**src/rtl/addsub_pkg.sv**
```systemverilog
// Shared definitions for the addsub_pipe carry-chained add/subtract pipeline.
package addsub_pkg;

    localparam logic MODE_ADD = 1'b1;
    localparam logic MODE_SUB = 1'b0;

    // Per-stage control record; operand remainders and partial sums are sized per stage in the top.
    typedef struct packed {
        logic valid;
        logic carry;
    } stage_ctrl_t;

    function automatic int calc_stages(input int width, input int chunk);
        return width / chunk;
    endfunction

endpackage

```
**src/rtl/addsub_if.sv**
```systemverilog
// Operand/result handshake bundle for addsub_pipe.
interface addsub_if #(
    parameter int WIDTH = 8
);
    logic             in_valid;
    logic             in_ready;
    logic [WIDTH-1:0] data0;
    logic [WIDTH-1:0] data1;
    logic             mode;
    logic             out_valid;
    logic             out_ready;
    logic [WIDTH-1:0] final_sum;
    logic             final_carry_out;
    logic             overflow;
    logic             zero;

    modport master (
        output in_valid, data0, data1, mode, out_ready,
        input  in_ready, out_valid, final_sum, final_carry_out, overflow, zero
    );

    modport slave (
        input  in_valid, data0, data1, mode, out_ready,
        output in_ready, out_valid, final_sum, final_carry_out, overflow, zero
    );
endinterface

```
**src/rtl/addsub_chunk.sv**
```systemverilog
// CHUNK-bit combinational adder slice with carry-in, carry-out and carry into the MSB.
module addsub_chunk #(
    parameter int CHUNK = 4
) (
    input  logic [CHUNK-1:0] a,
    input  logic [CHUNK-1:0] b,
    input  logic             carry_in,
    output logic [CHUNK-1:0] sum,
    output logic             carry_out,
    output logic             carry_msb
);
    logic [CHUNK:0] full;

    assign full      = {1'b0, a} + {1'b0, b} + {{CHUNK{1'b0}}, carry_in};
    assign sum       = full[CHUNK-1:0];
    assign carry_out = full[CHUNK];
    // Carry into the MSB recovered from the MSB sum bit and its operand bits
    assign carry_msb = a[CHUNK-1] ^ b[CHUNK-1] ^ full[CHUNK-1];
endmodule

```
**src/rtl/addsub_pipe.sv**
```systemverilog
// Pipelined WIDTH-bit add/subtract, CHUNK bits per stage, valid/ready handshake and registered flags.
// Define ADDSUB_SATURATE_EN to clamp final_sum to signed max/min on overflow.
module addsub_pipe
    import addsub_pkg::*;
#(
    parameter int WIDTH = 8,
    parameter int CHUNK = 4
) (
    input  logic    clk,
    input  logic    rst_n,
    addsub_if.slave bus
);
    localparam int STAGES = calc_stages(WIDTH, CHUNK);

    logic             en;
    logic [WIDTH-1:0] b_eff;
    logic             carry_in0;
    logic             out_valid_reg;
    logic [WIDTH-1:0] final_sum_reg;
    logic             carry_reg;
    logic             overflow_reg;
    logic             zero_reg;

    // Mode is folded into the inverted B and the stage-0 carry-in, so it travels with the beat.
    assign en                  = !out_valid_reg || bus.out_ready;
    assign bus.in_ready        = en;
    assign b_eff               = (bus.mode == MODE_ADD) ? bus.data1 : ~bus.data1;
    assign carry_in0           = (bus.mode == MODE_SUB);
    assign bus.out_valid       = out_valid_reg;
    assign bus.final_sum       = final_sum_reg;
    assign bus.final_carry_out = carry_reg;
    assign bus.overflow        = overflow_reg;
    assign bus.zero            = zero_reg;

    for (genvar gi = 0; gi < STAGES; gi++) begin : stg
        localparam int LO = gi * CHUNK;

        logic [WIDTH-LO-1:0] a_rem;
        logic [WIDTH-LO-1:0] b_rem;
        logic [LO+CHUNK-1:0] sum_next;
        logic [CHUNK-1:0]    s_sl;
        logic                c_in;
        logic                c_out;
        logic                c_msb;
        logic                v_in;

        addsub_chunk #(.CHUNK(CHUNK)) u_chunk (
            .a         (a_rem[CHUNK-1:0]),
            .b         (b_rem[CHUNK-1:0]),
            .carry_in  (c_in),
            .sum       (s_sl),
            .carry_out (c_out),
            .carry_msb (c_msb)
        );

        if (gi == 0) begin : g_src
            assign a_rem    = bus.data0;
            assign b_rem    = b_eff;
            assign c_in     = carry_in0;
            assign v_in     = bus.in_valid;
            assign sum_next = s_sl;
        end else begin : g_src
            assign a_rem    = stg[gi-1].g_reg.a_reg;
            assign b_rem    = stg[gi-1].g_reg.b_reg;
            assign c_in     = stg[gi-1].g_reg.ctrl_reg.carry;
            assign v_in     = stg[gi-1].g_reg.ctrl_reg.valid;
            assign sum_next = {s_sl, stg[gi-1].g_reg.sum_reg};
        end

        if (gi < STAGES - 1) begin : g_reg
            // Finished low slices ride along (deskew); unused high operand slices are shifted down (skew).
            stage_ctrl_t               ctrl_reg;
            logic [LO+CHUNK-1:0]       sum_reg;
            logic [WIDTH-LO-CHUNK-1:0] a_reg;
            logic [WIDTH-LO-CHUNK-1:0] b_reg;

            always_ff @(posedge clk or negedge rst_n) begin
                if (!rst_n) begin
                    ctrl_reg <= '0;
                    sum_reg  <= '0;
                    a_reg    <= '0;
                    b_reg    <= '0;
                end else if (en) begin
                    ctrl_reg <= '{valid: v_in, carry: c_out};
                    sum_reg  <= sum_next;
                    a_reg    <= a_rem[WIDTH-LO-1:CHUNK];
                    b_reg    <= b_rem[WIDTH-LO-1:CHUNK];
                end
            end
        end else begin : g_out
            logic             ovf;
            logic [WIDTH-1:0] res;

            assign ovf = c_out ^ c_msb;
`ifdef ADDSUB_SATURATE_EN
            // On overflow both operand MSBs agree, and that shared sign is the true result sign.
            always_comb begin
                res = sum_next;
                if (ovf) begin
                    res = a_rem[CHUNK-1] ? {1'b1, {(WIDTH-1){1'b0}}} : {1'b0, {(WIDTH-1){1'b1}}};
                end
            end
`else
            assign res = sum_next;
`endif

            always_ff @(posedge clk or negedge rst_n) begin
                if (!rst_n) begin
                    out_valid_reg <= 1'b0;
                    final_sum_reg <= '0;
                    carry_reg     <= 1'b0;
                    overflow_reg  <= 1'b0;
                    zero_reg      <= 1'b0;
                end else if (en) begin
                    out_valid_reg <= v_in;
                    final_sum_reg <= res;
                    carry_reg     <= c_out;
                    overflow_reg  <= ovf;
                    zero_reg      <= (res == '0);
                end
            end
        end
    end
endmodule

```
**src/flat_wrapper.sv**
```systemverilog
// flat-port wrapper written by rule: the top's interface ports become plain ports
module addsub_pipe_flat import addsub_pkg::*;
#(
    parameter int WIDTH = 8,
    parameter int CHUNK = 4
)
  (clk, rst_n, bus_in_valid, bus_data0, bus_data1, bus_mode, bus_out_ready, bus_in_ready, bus_out_valid, bus_final_sum, bus_final_carry_out, bus_overflow, bus_zero);
  addsub_if #(.WIDTH(WIDTH)) bus_i ();
  input  logic clk;
  input  logic rst_n;
  input wire logic [$bits(bus_i.in_valid)-1:0] bus_in_valid;
  input wire logic [$bits(bus_i.data0)-1:0] bus_data0;
  input wire logic [$bits(bus_i.data1)-1:0] bus_data1;
  input wire logic [$bits(bus_i.mode)-1:0] bus_mode;
  input wire logic [$bits(bus_i.out_ready)-1:0] bus_out_ready;
  output wire logic [$bits(bus_i.in_ready)-1:0] bus_in_ready;
  output wire logic [$bits(bus_i.out_valid)-1:0] bus_out_valid;
  output wire logic [$bits(bus_i.final_sum)-1:0] bus_final_sum;
  output wire logic [$bits(bus_i.final_carry_out)-1:0] bus_final_carry_out;
  output wire logic [$bits(bus_i.overflow)-1:0] bus_overflow;
  output wire logic [$bits(bus_i.zero)-1:0] bus_zero;
  assign bus_i.in_valid = bus_in_valid;
  assign bus_i.data0 = bus_data0;
  assign bus_i.data1 = bus_data1;
  assign bus_i.mode = bus_mode;
  assign bus_i.out_ready = bus_out_ready;
  assign bus_in_ready = bus_i.in_ready;
  assign bus_out_valid = bus_i.out_valid;
  assign bus_final_sum = bus_i.final_sum;
  assign bus_final_carry_out = bus_i.final_carry_out;
  assign bus_overflow = bus_i.overflow;
  assign bus_zero = bus_i.zero;
  addsub_pipe #(.WIDTH(WIDTH), .CHUNK(CHUNK)) u_core (.clk(clk), .rst_n(rst_n), .bus(bus_i));
endmodule
```
**config.mk**
```make
export PLATFORM = sky130hd
export DESIGN_NAME = addsub_pipe_flat
export DESIGN_NICKNAME = d
export VERILOG_FILES = /design/src/rtl/addsub_pkg.sv /design/src/rtl/addsub_if.sv /design/src/rtl/addsub_chunk.sv /design/src/rtl/addsub_pipe.sv /design/src/flat_wrapper.sv
export SDC_FILE = /design/constraint.sdc
export NUM_CORES = 1
export LEC_CHECK = 0
export BUFFER_PORTS_ARGS = -buffer_cell sky130_fd_sc_hd__clkbuf_2
export CAP_MARGIN = 15
export CORE_MARGIN = 3
export CORE_UTILIZATION = 54
export CTS_BUF_LIST = sky130_fd_sc_hd__clkbuf_4
export CTS_CLUSTER_DIAMETER = 150
export CTS_CLUSTER_SIZE = 14
export DETAILED_ROUTE_END_ITERATION = 10
export PLACE_DENSITY = 0.88
export SLEW_MARGIN = 25
export SYNTH_ARGS = -nofsm -noshare
export SYNTH_HDL_FRONTEND = slang
export SYNTH_SLANG_ARGS = --single-unit
```
**constraint.sdc**
```tcl
create_clock -name clk -period 2.3 [get_ports clk]
set_clock_uncertainty 0.15 [all_clocks]
set_input_delay 0.46 -clock clk [delete_from_list [all_inputs] [get_ports clk]]
set_output_delay 0.46 -clock clk [all_outputs]
set_load 0.02 [all_outputs]
```
==> results by group, run 1 <==
Run status
  • Status: completed

Floorplan
  • Row cnt: 17
  • I/O Pins: 34
  • Initial Utilization: approximately 58%
  • DIE HEIGHT: between 50 and 60 µm
  • Core Area: 0.002276 mm²
  • DIE AREA: 0.003087 mm²
  • Die W: 55.56 µm

STA
  • F_max: a little under 500 MHz
  • Slew Viols, Final: 0
  • Min Hold Slack: between 0.15 and 0.2 ns
  • Tmin final: just over 2 ns
  • Period utilization: between 90% and 100%
  • Final hold vios: 0
  • Rel. slew slack: slightly below 60%
  • Measured slew at the worst slew-check pin: 0.6314 ns
  • Final Setup Violations: 0
  • Fin Setup TNS: 0 ns
  • RSZ-0062 raised after global routing: false

Pwr
  • Clock power share: between 20% and 30%
  • Sequential power share: a little over two fifths
  • P_leak: around 0.80 nW
  • Maximum vdd drop: between 600 and 700 µV
  • Pwr dens: just under 1000 mW/mm²
  • Total Power: ~1.5 mW
  • Combinational fraction of design power: a little over a third
  • Switch share: 36.02%
  • Psw: 546.8 µW
  • Pint: 971.1 µW

CTS
  • Worst-skew pair later-pin latency: 0.33 ns
  • H-tree depth: 1
  • Clock Path Buffers: 2
  • TritonCTS clock tree: yes
  • CTS Root Cell: clkbuf_4
  • Num CTS Buffers: 3
  • Clock sink count: 26
  • CTS clk-pin slew, worst paths: approximately 0.15 ns

Hold path
  • Min-delay worst type: in2reg

GRT
  • First-pass GRT wire length: ~4300 µm
  • GRT Total Usage: between 15 and 20%
  • Initial antenna violation count: 0
  • Vias in the first global route: 1014
  • GRT overflow: 0
  • Largest net degree at the start of global routing: 28

Synth
  • Post-synthesis instance total: between 100 and 150
  • Post-synth cell types: 24
  • Synthesized flop and latch total: 26
  • Yosys warning count: 0
  • Cell area after synthesis: approximately 0.0013 mm²
  • Synthesized net count: roughly 170
  • Seq/Total Area, Yosys: about 49%
  • Syn_area_per_cell: between 9 and 10 µm²

Route
  • Wire length per cell: about 13 µm
  • Antenna-violating nets left: 0
  • Via-to-Cell Ratio: around 5.1
  • DRC Markers: 0
  • Pre-antenna DRT Iters: 4
  • Initial DRC Count: 25
  • Total number of vias: between 1000 and 1500
  • Routed WL: between 2000 and 3000 µm

Finish
  • Layout cell share with drive strength beyond 1: 25.29%
  • Final Core Density: slightly below 70%
  • Commonest cells after routing, fill and taps aside: nand2_1 (40), clkbuf_2 (33), dfrtp_1 (26), nor2_1 (12)
  • Number of flip-flops in the largest register: 8
  • Area of the multi-input gates: around 630 µm²
  • Layout fillers: ~180
  • Commonest non-fill, non-tap cell in the layout: nand2_1
  • FF/Latch Area: 650.6 µm²
  • Number of diodes: 0
  • Nets: 201
  • P&R area growth vs syn: 18.11%

Worst setup path
  • Delay-heaviest family, CP: buffers and inverters
  • Critical path type: reg2out
  • Critical path's largest stage delay: 0.40 ns
  • Critical-path cell list: nor2b_1 -> inv_2 -> clkbuf_2
  • Worst Path Arrival: roughly 1.5 ns
  • CP Capture Type: primary output
  • WP data required: roughly 1.7 ns
  • Crit-path max FO: 27
  • Crit path buf inv count: 2
  • Slowest cell on the critical path: dfrtp_1
  • CP Launch Type: flip-flop

Place
  • Gpl congestion: 0.7393
  • Buffers added on ports: 33
  • Post-DP HPWL: 1952 µm

Flow run
  • Max_cap viols: 0
-- routing by layer --
metal,share of wire [%],track usage (%),vias to the layer above
li1,-,-,503
met1,43,21.61,477
met2,50,30.57,32
met4,2.2,7.986,0
met3,5.1,2.336,6
met5,0,0,-
-- worst paths after layout --
path,start,to,slack (ns),depth (start not counted)
setup / recovery,u_core.bus.out_valid$_DFFE_PN0P_,bus_in_ready,0.22,3
hold / removal,bus_data0[6],u_core.stg[0].g_reg.a_reg[2]$_DFFE_PN0P_,0.15,3
setup reg to reg,u_core.stg[1].c_in$_DFFE_PN0P_,u_core.bus.zero$_DFFE_PN0P_,0.27,5
hold reg to reg,u_core.bus.final_sum[2]$_DFFE_PN0P_,u_core.bus.final_sum[2]$_DFFE_PN0P_,0.33,2
max in group asynchronous,rst_n,u_core.stg[0].g_reg.sum_reg[3]$_DFFE_PN0P_,1.08,2
min in group asynchronous,rst_n,u_core.bus.final_sum[1]$_DFFE_PN0P_,0.50,2
-- stage by stage --
step                      area [µm²]  setup slack [ns]  instances
after floorplan                 1326            0.4111        137
after global placement          1504            0.2917        193
after detailed placement        1504            0.2008        193
after CTS                       1567            0.2268        198
after global routing            1567            0.1535        198
final                           1567            0.2241        198
-- area by class of cell --
type	instances	share of cell area, %
Sequential cell	26	41.53
Inverter	4	0.9585
Multi-Input combinational cell	101	40.26
Tap cell	28	2.236
Timing Repair Buffer	35	11.66
Clock buffer	3	1.438
Clock inverter	1	1.917
-- synth_stat cells --
cell      count  area share [%]
xnor2_1       9             5.9
buf_4         1            0.57
dfrtp_1      26              49
o21ai_1       1            0.38
mux2_2        1            0.85
a21o_1        2             1.1
nor2_1       12             3.4
fa_1          3             4.5
nand2b_1      2            0.94
o31ai_2       1            0.94
o21ai_0       4             1.5
clkbuf_1      2            0.57
nor4_1        1            0.47
xor2_1        4             2.6
nand2_1      40              11
a21oi_4       1             1.2
inv_2         1            0.28
ha_1          6             5.7
nand3b_1      1            0.57
nor2b_1       3             1.4
buf_2         3             1.1
a21oi_1       9             3.4
inv_1         3            0.85
o41ai_2       1             1.2
-- kinds of logic after synthesis --
| group | synth area share [%] |
|---|---|
| buffers and inverters | 3.396 |
| xor gates and xnor gates | 8.585 |
| adders and majority gates | 10.19 |
| and+or+nand+nor | 18.11 |
| muxes | 0.8490 |
| AOI/OAI and AO/OA | 9.811 |
| DFF | 49.06 |
-- worst register-to-register path: cells and delay by family, from the launching register on --
kind,cells,cell delay (ns)
flops,1,0.44
xor+xnor,1,0.12
compound gates,3,0.76
fa+ha+maj,1,0.48
-- power groups by stage --
| stage | Combinational [mW] | Clock (mW) | Sequential, mW |
|---|---|---|---|
| 2_1_floorplan | 0.293 | 0 | 0.740 |
| 4_1_cts | 0.558 | 0.320 | 0.648 |
| 3_3_place_gp | 0.531 | 0 | 0.648 |
| 3_5_place_dp | 0.554 | 0 | 0.658 |
| 6_report | 0.552 | 0.319 | 0.646 |
| 5_1_grt | 0.613 | 0.336 | 0.663 |
-- timing repair --
item,CTS,global route
hold buffers,1,0
hold endpoints to repair,24,0
buffers inserted,0,0
gates resized for setup,0,0
(Power assumes the default switching activity.)
==> inputs of run 2 (changes only) <==
--- a/config.mk
+++ b/config.mk
@@ -8,12 +8,12 @@
 export BUFFER_PORTS_ARGS = -buffer_cell sky130_fd_sc_hd__clkbuf_2
 export CAP_MARGIN = 15
 export CORE_MARGIN = 3
-export CORE_UTILIZATION = 54
+export CORE_UTILIZATION = 58
 export CTS_BUF_LIST = sky130_fd_sc_hd__clkbuf_4
 export CTS_CLUSTER_DIAMETER = 150
 export CTS_CLUSTER_SIZE = 14
 export DETAILED_ROUTE_END_ITERATION = 10
-export PLACE_DENSITY = 0.88
+export PLACE_DENSITY = 0.93
 export SLEW_MARGIN = 25
 export SYNTH_ARGS = -nofsm -noshare
 export SYNTH_HDL_FRONTEND = slang
==> constraint.sdc (replaced) <==
create_clock -name clk -period 2.55 [get_ports clk]
set_clock_uncertainty 0.15 [all_clocks]
set_input_delay 0.51 -clock clk [delete_from_list [all_inputs] [get_ports clk]]
set_output_delay 0.51 -clock clk [all_outputs]
set_load 0.02 [all_outputs]
==> results by group, run 2 (synthesis results as in run 1) <==
Route
  • Initial DRC Count: 13 (was 25)
  • Pre-antenna DRT Iters: 6 (was 4)
  • Total number of vias: 1035 (was 1018)
  • Routed WL: 2608 µm (was 2553 µm)
  • DRC Markers: 0 (unchanged)
  • Wire length per cell: 13.31 µm (was 12.89 µm)
  • Via-to-Cell Ratio: 5.281 (was 5.141)
  • Antenna-violating nets left: 0 (unchanged)

STA
  • Period utilization: between 80% and 90%
  • Measured slew at the worst slew-check pin: 0.6323 ns (was 0.6314 ns)
  • Final Setup Violations: 0 (unchanged)
  • Fin Setup TNS: 0 ns (unchanged)
  • Final hold vios: 0 (unchanged)
  • Rel. slew slack: 57.84% (was 57.91%)
  • Tmin final: between 2 and 2.5 ns
  • Slew Viols, Final: 0 (unchanged)
  • F_max: ~480 MHz
  • RSZ-0062 raised after global routing: false (unchanged)

Pwr
  • Pwr dens: 818.9 mW/mm² (was 969.0 mW/mm²)
  • Clock power share: 13.4% (was 21.0%)
  • Switch share: 38.36% (was 36.02%)
  • Combinational fraction of design power: 40.0% (was 36.4%)
  • P_leak: 0.7866 nW (was 0.8034 nW)
  • Psw: 480.3 µW (was 546.8 µW)
  • Maximum vdd drop: 484.9 µV (was 602.3 µV)
  • Pint: 771.7 µW (was 971.1 µW)
  • Sequential power share: 46.6% (was 42.6%)

Worst setup path
  • Critical path's largest stage delay: 0.39 ns (was 0.40 ns)
  • Critical path type: reg2out (unchanged)
  • Crit-path max FO: 27 (unchanged)
  • CP Launch Type: flip-flop (unchanged)
  • Critical-path cell list: nor2b_1 -> inv_2 -> clkbuf_2 (unchanged)
  • Worst Path Arrival: 1.42 ns (was 1.47 ns)
  • WP data required: 1.89 ns (was 1.69 ns)
  • CP Capture Type: primary output (unchanged)
  • Slowest cell on the critical path: dfrtp_1 (unchanged)

CTS
  • Num CTS Buffers: 3 (unchanged)
  • Post-CTS Setup Bufs: 0 (unchanged)
  • CTS clk-pin slew, worst paths: 0.14 ns (was 0.15 ns)
  • Clock Path Buffers: 2 (unchanged)
  • CTS Root Cell: clkbuf_4 (unchanged)
  • H-tree depth: 1 (unchanged)
  • TritonCTS clock tree: yes (unchanged)
  • Resized cells post-CTS: 0 (unchanged)
  • Worst-skew pair later-pin latency: 0.31 ns (was 0.33 ns)
  • Clock sink count: 26 (unchanged)
  • Hold Buf Count CTS: 0 (was 1)

Place
  • Cell Area, Placed: 0.001503 mm² (was 0.001504 mm²)
  • Buffers added on ports: 33 (unchanged)
  • Gpl congestion: 0.7495 (was 0.7393)
  • Post-DP HPWL: 2090 µm (was 1952 µm)

Floorplan
  • Core Area: 0.002062 mm² (was 0.002276 mm²)
  • Row cnt: 16 (was 17)
  • Initial Utilization: 64.32% (was 58.27%)
  • DIE AREA: 0.002897 mm² (was 0.003087 mm²)
  • I/O Pins: 34 (unchanged)
  • DIE HEIGHT: 53.82 µm (was 55.56 µm)
  • Die W: 53.82 µm (was 55.56 µm)

GRT
  • First-pass GRT wire length: 4409 µm (was 4278 µm)
  • GRT Total Usage: 21.28% (was 17.62%)
  • Vias in the first global route: 1071 (was 1014)
  • GRT overflow: 0 (unchanged)
  • Initial antenna violation count: 0 (unchanged)
  • Largest net degree at the start of global routing: 28 (unchanged)

Finish
  • Nets: 200 (was 201)
  • Commonest cells after routing, fill and taps aside: nand2_1 (40), clkbuf_2 (33), dfrtp_1 (26), nor2_1 (12) (unchanged)
  • Layout cell share with drive strength beyond 1: 24.85% (was 25.29%)
  • P&R area growth vs syn: 15.28% (was 18.11%)
  • Number of diodes: 0 (unchanged)
  • FF/Latch Area: 650.6 µm² (unchanged)
  • Layout fillers: 148 (was 184)
  • Number of flip-flops in the largest register: 8 (unchanged)
  • Final instance area: 0.001529 mm² (was 0.001567 mm²)
  • Area of the multi-input gates: 630.6 µm² (unchanged)
  • Commonest non-fill, non-tap cell in the layout: nand2_1 (unchanged)

Hold path
  • Min-delay worst type: in2async (was in2reg)

Flow run
  • Max_cap viols: 0 (unchanged)

Run status
  • Status: completed (unchanged)
-- run 2: final timing paths --
check                                               startpoint                                  endpoint  slack [ns]  depth (start not counted)
min reg2reg                u_core.bus.final_sum[4]$_DFFE_PN0P_       u_core.bus.final_sum[4]$_DFFE_PN0P_        0.34                          2
max reg2reg                     u_core.stg[1].c_in$_DFFE_PN0P_               u_core.bus.zero$_DFFE_PN0P_        0.56                          5
max                           u_core.bus.out_valid$_DFFE_PN0P_                              bus_in_ready        0.47                          3
min in group clk                                  bus_data0[6]  u_core.stg[0].g_reg.a_reg[2]$_DFFE_PN0P_        0.25                          3
min                                                      rst_n       u_core.bus.final_sum[0]$_DFFE_PN0P_        0.04                          1
max in group asynchronous                                rst_n       u_core.bus.final_sum[6]$_DFFE_PN0P_        1.79                          1
-- run 2: layout make-up --
| class | count | share of cell area, % |
|---|---|---|
| clock buffer | 3 | 1.473 |
| clock inverter | 1 | 0.2455 |
| inverter | 4 | 0.9820 |
| multi-input combinational | 101 | 41.24 |
| sequential | 26 | 42.55 |
| tap | 27 | 2.209 |
| timing repair buffer | 34 | 11.29 |
-- run 2: through the flow --
stage | std cells | total power [mW] | utilization (%) | setup slack, ns | hold WS [ns]
floorplan | 137 | 0.9319 | - | 0.6111 | 0.06441
finish | 196 | 1.252 | 74.15 | 0.4724 | 0.03624
global placement | 192 | 1.064 | 72.88 | 0.4936 | 0.2935
CTS | 196 | 1.264 | 74.15 | 0.4541 | 0.05942
detailed placement | 192 | 1.098 | 72.88 | 0.3997 | 0.3061
global route | 196 | 1.354 | 74.15 | 0.3669 | 0.06731
-- run 2: per-layer routing --
metal	part of all wire, %	GRT usage, %	vias up
li1	-	-	501
met1	38	22.64	487
met2	54	41.33	41
met3	6.2	3.324	6
met4	1.6	7.660	0
met5	0	0	-
-- run 2: critical path, delay by kind of cell, from the launching register on --
family / cells / cell delay (ns)
and+or+nand+nor: 1 / 0.15
DFF: 1 / 0.39
buffers and inverters: 2 / 0.57
-- run 2: power by group through the flow --
stage	sequential [mW]	clock [mW]	combinational (mW)
finish	0.583	0.168	0.501
global route	0.597	0.192	0.564
CTS	0.584	0.174	0.505
detailed placement	0.594	0	0.504
global placement	0.584	0	0.479
floorplan	0.667	0	0.264
